## src/rtl/ast_window_gen.sv

```systemverilog
// -----------------------------------------------------------------------------
// ast_window_gen
//
// Converts a packetised Avalon-ST byte stream (AST_SINK_SYMBOLS bytes per beat)
// into per-beat sets of AST_SINK_SYMBOLS sliding windows, one window starting
// at each byte position of the output beat. The window length is selected per
// packet (sampled with SOP). Packets can be dropped via en_i.
//
// Storage is DEPTH+1 beat slots. New beats enter slot DEPTH and everything moves
// down one slot; slot 0 is the beat presented on the window output. The slots
// above slot 0 provide the look-ahead bytes that complete the windows.
//
// Ports:
//   clk_i                     clock
//   arst_n_i                  asynchronous active-low reset
//   en_i                      sampled with SOP; 0 drops the whole packet
//   win_size_i                window length, sampled with SOP (0 or >MAX -> MAX)
//   ast_sink_*                Avalon-ST sink (data, ready, valid, empty, sop, eop)
//   windows_data_o            window i, byte j at bits [(i*MAX_WINDOW_SIZE+j)*8 +: 8];
//                             byte 0 is the window's first stream byte
//   windows_valid_bytes_o     valid length of window i at [i*WINDOW_SIZE_W +: WINDOW_SIZE_W]
//   windows_sop_o             beat holds the first bytes of the packet
//   windows_eop_o             last output beat of the packet
//   windows_valid_o           output beat valid
//   windows_ready_i           output beat accepted
//
// Configuration macro:
//   AST_WINDOW_GEN_PARTIAL_EN  defined: tail windows report their shortened length.
//                              undefined: only full-length windows report a length,
//                              shorter ones report 0 (beats are still presented).
// -----------------------------------------------------------------------------
module ast_window_gen #(
    parameter int unsigned AST_SINK_SYMBOLS = 8,
    parameter int unsigned AST_SINK_ORDER   = 1,
    parameter int unsigned AST_SINK_EMPTY_W =
        (AST_SINK_SYMBOLS > 1) ? $clog2(AST_SINK_SYMBOLS) : 1,
    parameter int unsigned MAX_WINDOW_SIZE  = 20,
    parameter int unsigned WINDOW_SIZE_W    = $clog2(MAX_WINDOW_SIZE + 1)
) (
    input  logic                                          clk_i,
    input  logic                                          arst_n_i,
    input  logic                                          en_i,
    input  logic [WINDOW_SIZE_W-1:0]                      win_size_i,
    input  logic [AST_SINK_SYMBOLS*8-1:0]                 ast_sink_data_i,
    output logic                                          ast_sink_ready_o,
    input  logic                                          ast_sink_valid_i,
    input  logic [AST_SINK_EMPTY_W-1:0]                   ast_sink_empty_i,
    input  logic                                          ast_sink_startofpacket_i,
    input  logic                                          ast_sink_endofpacket_i,
    output logic [AST_SINK_SYMBOLS*MAX_WINDOW_SIZE*8-1:0] windows_data_o,
    output logic [AST_SINK_SYMBOLS*WINDOW_SIZE_W-1:0]     windows_valid_bytes_o,
    output logic                                          windows_sop_o,
    output logic                                          windows_eop_o,
    output logic                                          windows_valid_o,
    input  logic                                          windows_ready_i
);

    localparam int unsigned N       = AST_SINK_SYMBOLS;
    // ceil((MAX_WINDOW_SIZE-1)/N) look-ahead beats
    localparam int unsigned DEPTH   = (MAX_WINDOW_SIZE + N - 2) / N;
    localparam int unsigned SLOTS   = DEPTH + 1;
    localparam int unsigned N_BYTES = SLOTS * N;
    localparam int unsigned CNT_W   = $clog2(N + 1);
    localparam int unsigned SUM_W   = $clog2(N_BYTES + 1);

    typedef enum logic [1:0] {
        StRun,
        StFlush,
        StDrop
    } state_e;

    // ---------------------------------------------------------------------
    // Registers
    // ---------------------------------------------------------------------
    state_e                   r_state;
    logic [N-1:0][7:0]        r_data [SLOTS];
    logic [CNT_W-1:0]         r_cnt  [SLOTS];
    logic [SLOTS-1:0]         r_sop;
    logic [WINDOW_SIZE_W-1:0] r_win;
    logic                     r_pkt_open;

    // ---------------------------------------------------------------------
    // Wires
    // ---------------------------------------------------------------------
    logic [N-1:0][7:0]        w_in_data;
    logic [CNT_W-1:0]         w_in_cnt;
    logic [WINDOW_SIZE_W-1:0] w_win_clamped;
    logic [SUM_W-1:0]         w_total;
    logic [7:0]               w_flat [N_BYTES];
    logic                     w_out_free;
    logic                     w_accept;
    logic                     w_start;
    logic                     w_drop;
    logic                     w_body;
    logic                     w_shift;
    logic                     w_tail_empty;

    // Symbol 0 is always the first stream byte inside the slots.
    for (genvar s = 0; s < N; s++) begin : g_in_order
        if (AST_SINK_ORDER != 0) begin : g_msb_first
            assign w_in_data[s] = ast_sink_data_i[(N-1-s)*8 +: 8];
        end else begin : g_lsb_first
            assign w_in_data[s] = ast_sink_data_i[s*8 +: 8];
        end
    end

    // Byte count of the entering beat. An out-of-range empty value still
    // leaves one byte so the eop beat can always be recognised on output.
    always_comb begin
        w_in_cnt = CNT_W'(N);
        if (ast_sink_endofpacket_i) begin
            if (int'(ast_sink_empty_i) >= int'(N)) begin
                w_in_cnt = CNT_W'(1);
            end else begin
                w_in_cnt = CNT_W'(int'(N) - int'(ast_sink_empty_i));
            end
        end
    end

    always_comb begin
        w_win_clamped = win_size_i;
        if (win_size_i == '0 || int'(win_size_i) > int'(MAX_WINDOW_SIZE)) begin
            w_win_clamped = WINDOW_SIZE_W'(MAX_WINDOW_SIZE);
        end
    end

    // ---------------------------------------------------------------------
    // Handshake and shift control
    // ---------------------------------------------------------------------
    assign windows_valid_o = (r_cnt[0] != '0);
    assign windows_sop_o   = r_sop[0];
    assign w_out_free      = !windows_valid_o || windows_ready_i;

    always_comb begin
        w_tail_empty = 1'b1;
        for (int k = 1; k <= DEPTH; k++) begin
            if (r_cnt[k] != '0) begin
                w_tail_empty = 1'b0;
            end
        end
    end

    assign windows_eop_o = windows_valid_o && w_tail_empty && (r_state == StFlush);

    always_comb begin
        ast_sink_ready_o = 1'b0;
        unique case (r_state)
            StRun:   ast_sink_ready_o = w_out_free;
            StFlush: ast_sink_ready_o = 1'b0;
            StDrop:  ast_sink_ready_o = 1'b1;
            default: ast_sink_ready_o = 1'b0;
        endcase
    end

    assign w_accept = ast_sink_valid_i && ast_sink_ready_o;
    assign w_start  = w_accept && (r_state == StRun) && ast_sink_startofpacket_i && en_i;
    assign w_drop   = w_accept && (r_state == StRun) && ast_sink_startofpacket_i && !en_i;
    // Non-SOP beats only enter while a packet is open; stray beats are consumed.
    assign w_body   = w_accept && (r_state == StRun) && !ast_sink_startofpacket_i &&
                      r_pkt_open;
    // In RUN an accepted beat already implies the output slot is free.
    assign w_shift  = ((r_state == StRun) && (w_start || w_body)) ||
                      ((r_state == StFlush) && w_out_free);

    // ---------------------------------------------------------------------
    // Control state: FSM, byte counts, sop flags, latched window size
    // ---------------------------------------------------------------------
    always_ff @(posedge clk_i or negedge arst_n_i) begin
        if (!arst_n_i) begin
            r_state    <= StRun;
            r_sop      <= '0;
            r_win      <= WINDOW_SIZE_W'(MAX_WINDOW_SIZE);
            r_pkt_open <= 1'b0;
            for (int k = 0; k < SLOTS; k++) begin
                r_cnt[k] <= '0;
            end
        end else begin
            if (w_shift) begin
                // A new packet discards whatever look-ahead bytes are left.
                for (int k = 0; k < DEPTH; k++) begin
                    r_cnt[k] <= w_start ? '0   : r_cnt[k+1];
                    r_sop[k] <= w_start ? 1'b0 : r_sop[k+1];
                end
                r_cnt[DEPTH] <= (r_state == StFlush) ? '0 : w_in_cnt;
                r_sop[DEPTH] <= w_start;
            end

            unique case (r_state)
                StRun: begin
                    if (w_start) begin
                        r_win      <= w_win_clamped;
                        r_pkt_open <= !ast_sink_endofpacket_i;
                        if (ast_sink_endofpacket_i) begin
                            r_state <= StFlush;
                        end
                    end else if (w_drop) begin
                        r_pkt_open <= 1'b0;
                        if (!ast_sink_endofpacket_i) begin
                            r_state <= StDrop;
                        end
                    end else if (w_body && ast_sink_endofpacket_i) begin
                        r_pkt_open <= 1'b0;
                        r_state    <= StFlush;
                    end
                end
                StFlush: begin
                    // The shift that retires the eop beat ends the flush.
                    if (w_shift && windows_eop_o) begin
                        r_state <= StRun;
                    end
                end
                StDrop: begin
                    if (w_accept && ast_sink_endofpacket_i) begin
                        r_state <= StRun;
                    end
                end
                default: r_state <= StRun;
            endcase
        end
    end

    // Slot payload is qualified by r_cnt, so it needs no reset.
    always_ff @(posedge clk_i) begin
        if (w_shift) begin
            for (int k = 0; k < DEPTH; k++) begin
                r_data[k] <= r_data[k+1];
            end
            r_data[DEPTH] <= w_in_data;
        end
    end

    // ---------------------------------------------------------------------
    // Window data: slots viewed as one flat byte stream starting at slot 0
    // ---------------------------------------------------------------------
    always_comb begin
        for (int k = 0; k < SLOTS; k++) begin
            for (int b = 0; b < N; b++) begin
                w_flat[k*N+b] = r_data[k][b];
            end
        end
    end

    // Highest index used is N-1+MAX_WINDOW_SIZE-1, which DEPTH guarantees is
    // inside the flat buffer.
    for (genvar i = 0; i < N; i++) begin : g_win
        for (genvar j = 0; j < MAX_WINDOW_SIZE; j++) begin : g_byte
            assign windows_data_o[(i*MAX_WINDOW_SIZE+j)*8 +: 8] = w_flat[i+j];
        end
    end

    // ---------------------------------------------------------------------
    // Valid length per window
    // ---------------------------------------------------------------------
    always_comb begin
        w_total = '0;
        for (int k = 0; k < SLOTS; k++) begin
            w_total = w_total + SUM_W'(r_cnt[k]);
        end
    end

    always_comb begin
        int rem;
        int vb;
        rem = 0;
        vb  = 0;
        windows_valid_bytes_o = '0;
        for (int i = 0; i < N; i++) begin
            rem = int'(w_total) - i;
            vb  = 0;
            if (i < int'(r_cnt[0])) begin
`ifdef AST_WINDOW_GEN_PARTIAL_EN
                vb = (rem < int'(r_win)) ? rem : int'(r_win);
`else
                vb = (rem < int'(r_win)) ? 0 : int'(r_win);
`endif
            end
            windows_valid_bytes_o[i*WINDOW_SIZE_W +: WINDOW_SIZE_W] = WINDOW_SIZE_W'(vb);
        end
    end

endmodule

```

## config.mk

```make
export PLATFORM = sky130hd
export DESIGN_NAME = ast_window_gen
export DESIGN_NICKNAME = d
export VERILOG_FILES = /design/src/rtl/ast_window_gen.sv
export SDC_FILE = /design/constraint.sdc
export NUM_CORES = 1
export LEC_CHECK = 0
export ABC_AREA = 1
export BUFFER_PORTS_ARGS = -buffer_cell sky130_fd_sc_hd__buf_4
export CAP_MARGIN = 5
export CORE_AREA = 2 2 543 545
export DETAILED_ROUTE_END_ITERATION = 7
export DIE_AREA = 0 0 545 547
export GPL_ROUTABILITY_DRIVEN = 1
export PLACE_DENSITY = 0.3
export SYNTH_ARGS = -nofsm -noshare
export SYNTH_HDL_FRONTEND = slang
export SYNTH_SLANG_ARGS = --single-unit
```

## constraint.sdc

```tcl
create_clock -name clk_i -period 6.04 [get_ports clk_i]
set_clock_uncertainty 0.15 [all_clocks]
set_input_delay 1.208 -clock clk_i [delete_from_list [all_inputs] [get_ports clk_i]]
set_output_delay 1.208 -clock clk_i [all_outputs]
set_load 0.01 [all_outputs]
```

==> qor.txt <==
WHS: 264 ps
slew at the pin closest to its max-slew limit: 1080 ps
pins over their slew limit: 0
starting density of the core: 0.0668
vias per std cell: 2.17
syn avg cell area: 10.7 sq um
type of the worst min-delay path: reg -> reg
Clock Pin Slew Worst Setup and Hold Paths: 60 ps
Synth-to-Final Area Change: 48.4%
max-cap violations: 0
Std-Cell Rows: 199
total setup violations reported at the end of the flow: 0
startpoint of the lowest-slack hold path: r_data[3][32]$_DFFE_PN_
global-route usage over all layers: 0.0831
worst reg-to-reg setup slack: 3230 ps
logic depth of the worst register-to-register path: 7
global-route wire length before repair: 156000 um
Synthesized Nets: 1952
gpl congestion: 0.694
Final period util: 0.977
status: finished, final reports clean
number of instances in the synthesized netlist: 1819
post-route cell area: 29000 sq um
async set-or-reset flop fraction in the synthesized netlist: 0.0986
crit-path max FO: 6
antenna violations before repair: 32
DRC violation count after routing: 0
fraction of layout instances using a drive strength above 1: 0.733
number of buffers added on ports: 1402
number of hold-repair buffers added at the cts stage: 0
detailed-route wire length: 132000 um
half-perimeter wire length after placement: 109000 um
maximum number of pins on one net before global-route repair: 102
count of nets left with antenna violations after detail routing: 0
number of clock sinks: 284
TritonCTS clock tree: done
CP Class: reg -> out
die footprint: 298000 sq um
final core utilization: 0.0991
fmax: 169 MHz
number of synthesized flops with an enable pin: 256
Area after DPL: 27000 sq um
maximum root-to-sink buffer count: 3
clock latency of the later-clocked register in the worst-skew pair: 650 ps
biggest area consumer among synthesized cells: sky130_fd_sc_hd__buf_4
top flip-flop cell by instance count after synthesis: sky130_fd_sc_hd__edfxtp_1
first drt pass iteration count: 4
critical path arrival: 4550 ps
worst r2r dst: r_data[3][1]$_DFFE_PN_
number of distinct library cell variants in the gate-level netlist after synthesis: 49
CTS Buf Count: 45
total of warnings raised by yosys: 0
vias after detailed routing: 13.4k
die outline width: 545 um
most frequent cells after synthesis: sky130_fd_sc_hd__buf_4 (1089), sky130_fd_sc_hd__edfxtp_1 (256), sky130_fd_sc_hd__nand2_1 (100)
hold endpoint: r_data[2][32]$_DFFE_PN_
relative max-transition margin: 0.275
startpoint types: register
die height: 547 um
cell with the most instances after synthesis: sky130_fd_sc_hd__buf_4
number of global-route vias before repair: 12.5k
number of hold violations in the final report: 0
top cells by area in the synthesized netlist: sky130_fd_sc_hd__buf_4 (42%), sky130_fd_sc_hd__edfxtp_1 (39%), sky130_fd_sc_hd__dfrtp_1 (3.3%), sky130_fd_sc_hd__ha_1 (2.9%), sky130_fd_sc_hd__nand2_1 (1.9%)
routed len/inst: 21.3 um
fin crit period: 5900 ps
count of boundary I/O pins: 1403
launch point of the worst reg-to-reg path: r_cnt[12]$_DFFE_PN0N_
number of cells on the worst hold path: 0
Max H-tree Level: 2
Core ar.: 293000 sq um
share of synthesized area occupied by flip-flops and latches: 0.430
Crit. End Element: output port
FF+latch count, synth: 284
Initial DRC Count: 711
clock root buffer: sky130_fd_sc_hd__clkbuf_16
summed instance area of the synthesized netlist: 19500 sq um
data required time at the worst endpoint: 4680 ps
total congestion overflow: 0
fin nets: 2356
share of the synthesized area in the top cell type: 0.419
## final cells by class
| type | instances | area [sq um] |
|---|---|---|
| fill | 33800 | 264000 |
| timing repair buffer | 1455 | 11000 |
| sequential | 284 | 8390 |
| tap | 3919 | 4900 |
| multi-input combinational | 358 | 2790 |
| clock buffer | 53 | 1180 |
| clock inverter | 29 | 397 |
| inverter | 79 | 302 |
| antenna | 21 | 52.6 |
## through the flow
| step | std cells | setup slack, ps | setup TNS, ps |
|---|---|---|---|
| final | 6198 | 136 | 0 |
| after global routing | 6178 | -45.6 | -273 |
| after CTS | 6170 | -1.82 | -5.11 |
| after detailed placement | 6077 | 548 | 0 |
| after global placement | 6077 | 539 | 0 |
| after floorplan | 1819 | 745 | 0 |
## metal layers
metal	track usage	routed length, um	up-vias	share of wire
met2	0.141	63900	977	0.48
li1	-	-	5632	-
met3	0.0182	9450	95	0.071
met4	0.0293	4090	0	0.031
met1	0.102	54900	6720	0.41
met5	0	0	-	0
## sequential cells by signal, summed over array words and instances, names as in the netlist
signal / flops
r_sop: 4
r_win: 5
r_cnt: 16
r_pkt_open: 1
r_state: 2
r_data: 256
## worst max-delay path, cell delays in order, from the launching register on
cell                      delay [ps]
sky130_fd_sc_hd__dfrtp_1         330
sky130_fd_sc_hd__inv_2            60
sky130_fd_sc_hd__fa_1            540
sky130_fd_sc_hd__inv_1            50
sky130_fd_sc_hd__fa_1            480
sky130_fd_sc_hd__ha_2            200
sky130_fd_sc_hd__fa_2            490
sky130_fd_sc_hd__buf_8           170
sky130_fd_sc_hd__ha_4            170
sky130_fd_sc_hd__a21oi_4         140
sky130_fd_sc_hd__xor2_1          190
sky130_fd_sc_hd__inv_1            60
sky130_fd_sc_hd__ha_1            280
sky130_fd_sc_hd__a21oi_2         140
sky130_fd_sc_hd__nor2_1           50
sky130_fd_sc_hd__nor2_1          120
sky130_fd_sc_hd__nand3_2         110
sky130_fd_sc_hd__nand2_4         130
sky130_fd_sc_hd__nor2_2           50
sky130_fd_sc_hd__buf_4           140
## layout by cell type, fill, tap and decap left out, types with 4 or more instances in the layout
master,synthesis,layout
sky130_fd_sc_hd__clkbuf_16,0,45
sky130_fd_sc_hd__o21ai_1,7,8
sky130_fd_sc_hd__xnor2_1,7,6
sky130_fd_sc_hd__nor3_2,5,5
sky130_fd_sc_hd__a21oi_2,2,11
sky130_fd_sc_hd__inv_2,3,11
sky130_fd_sc_hd__inv_1,74,65
sky130_fd_sc_hd__nand2_2,5,6
sky130_fd_sc_hd__nor2_2,31,31
sky130_fd_sc_hd__o21ai_0,10,9
sky130_fd_sc_hd__nand2_4,11,11
sky130_fd_sc_hd__inv_6,0,5
sky130_fd_sc_hd__ha_1,46,37
sky130_fd_sc_hd__dfrtp_1,26,26
sky130_fd_sc_hd__clkinv_1,1,5
sky130_fd_sc_hd__nand2_1,100,99
sky130_fd_sc_hd__a21oi_1,22,11
sky130_fd_sc_hd__clkbuf_1,4,6
sky130_fd_sc_hd__buf_4,1089,1449
sky130_fd_sc_hd__ha_4,0,6
sky130_fd_sc_hd__clkinv_2,0,7
sky130_fd_sc_hd__nand3_1,15,15
sky130_fd_sc_hd__edfxtp_1,256,256
sky130_fd_sc_hd__nor2_4,4,4
sky130_fd_sc_hd__diode_2,0,21
sky130_fd_sc_hd__nand3_2,9,9
sky130_fd_sc_hd__o22ai_2,10,10
sky130_fd_sc_hd__xor2_1,7,6
sky130_fd_sc_hd__bufinv_16,0,9
sky130_fd_sc_hd__nand4_1,11,11
sky130_fd_sc_hd__fa_1,8,7
sky130_fd_sc_hd__nor2_1,22,22
## worst max-delay path by stage
| stage | start | endpoint | slack, ps | cells past startpoint |
|---|---|---|---|---|
| floorplan | r_cnt[1]$_DFFE_PN0N_ | windows_valid_bytes_o[5] | 750 | 16 |
| global placement | r_cnt[1]$_DFFE_PN0N_ | windows_valid_bytes_o[5] | 540 | 18 |
| detailed placement | r_cnt[1]$_DFFE_PN0N_ | windows_valid_bytes_o[5] | 550 | 18 |
| CTS | r_cnt[1]$_DFFE_PN0N_ | windows_valid_bytes_o[5] | -2 | 18 |
| global route | r_cnt[9]$_DFFE_PN0N_ | windows_valid_bytes_o[26] | -50 | 19 |
| finish | r_cnt[9]$_DFFE_PN0N_ | windows_valid_bytes_o[28] | 140 | 19 |
## cells by family (layout without fill, tap and decap cells)
kind of cell	after synthesis	in the layout	synth area share
AND/OR/NAND/NOR	223	223	0.0660
adder cells (fa/ha/maj)	54	54	0.0377
buffers and inverters	1177	1616	0.437
AO/OA/AOI/OAI	67	67	0.0236
flip-flops	284	284	0.430
other	0	21	0
XOR/XNOR	14	14	0.00628
## repair_timing
| item | CTS | global route |
|---|---|---|
| buffers inserted | 11 | 7 |
| resized for setup | 29 | 20 |
| pin swaps | 22 | 21 |
| setup endpoints to repair | 40 | 40 |
Power is left out: the tool's default activity adds up to more than one toggle a clock period on the data nets, which glitch-free logic cannot reach.
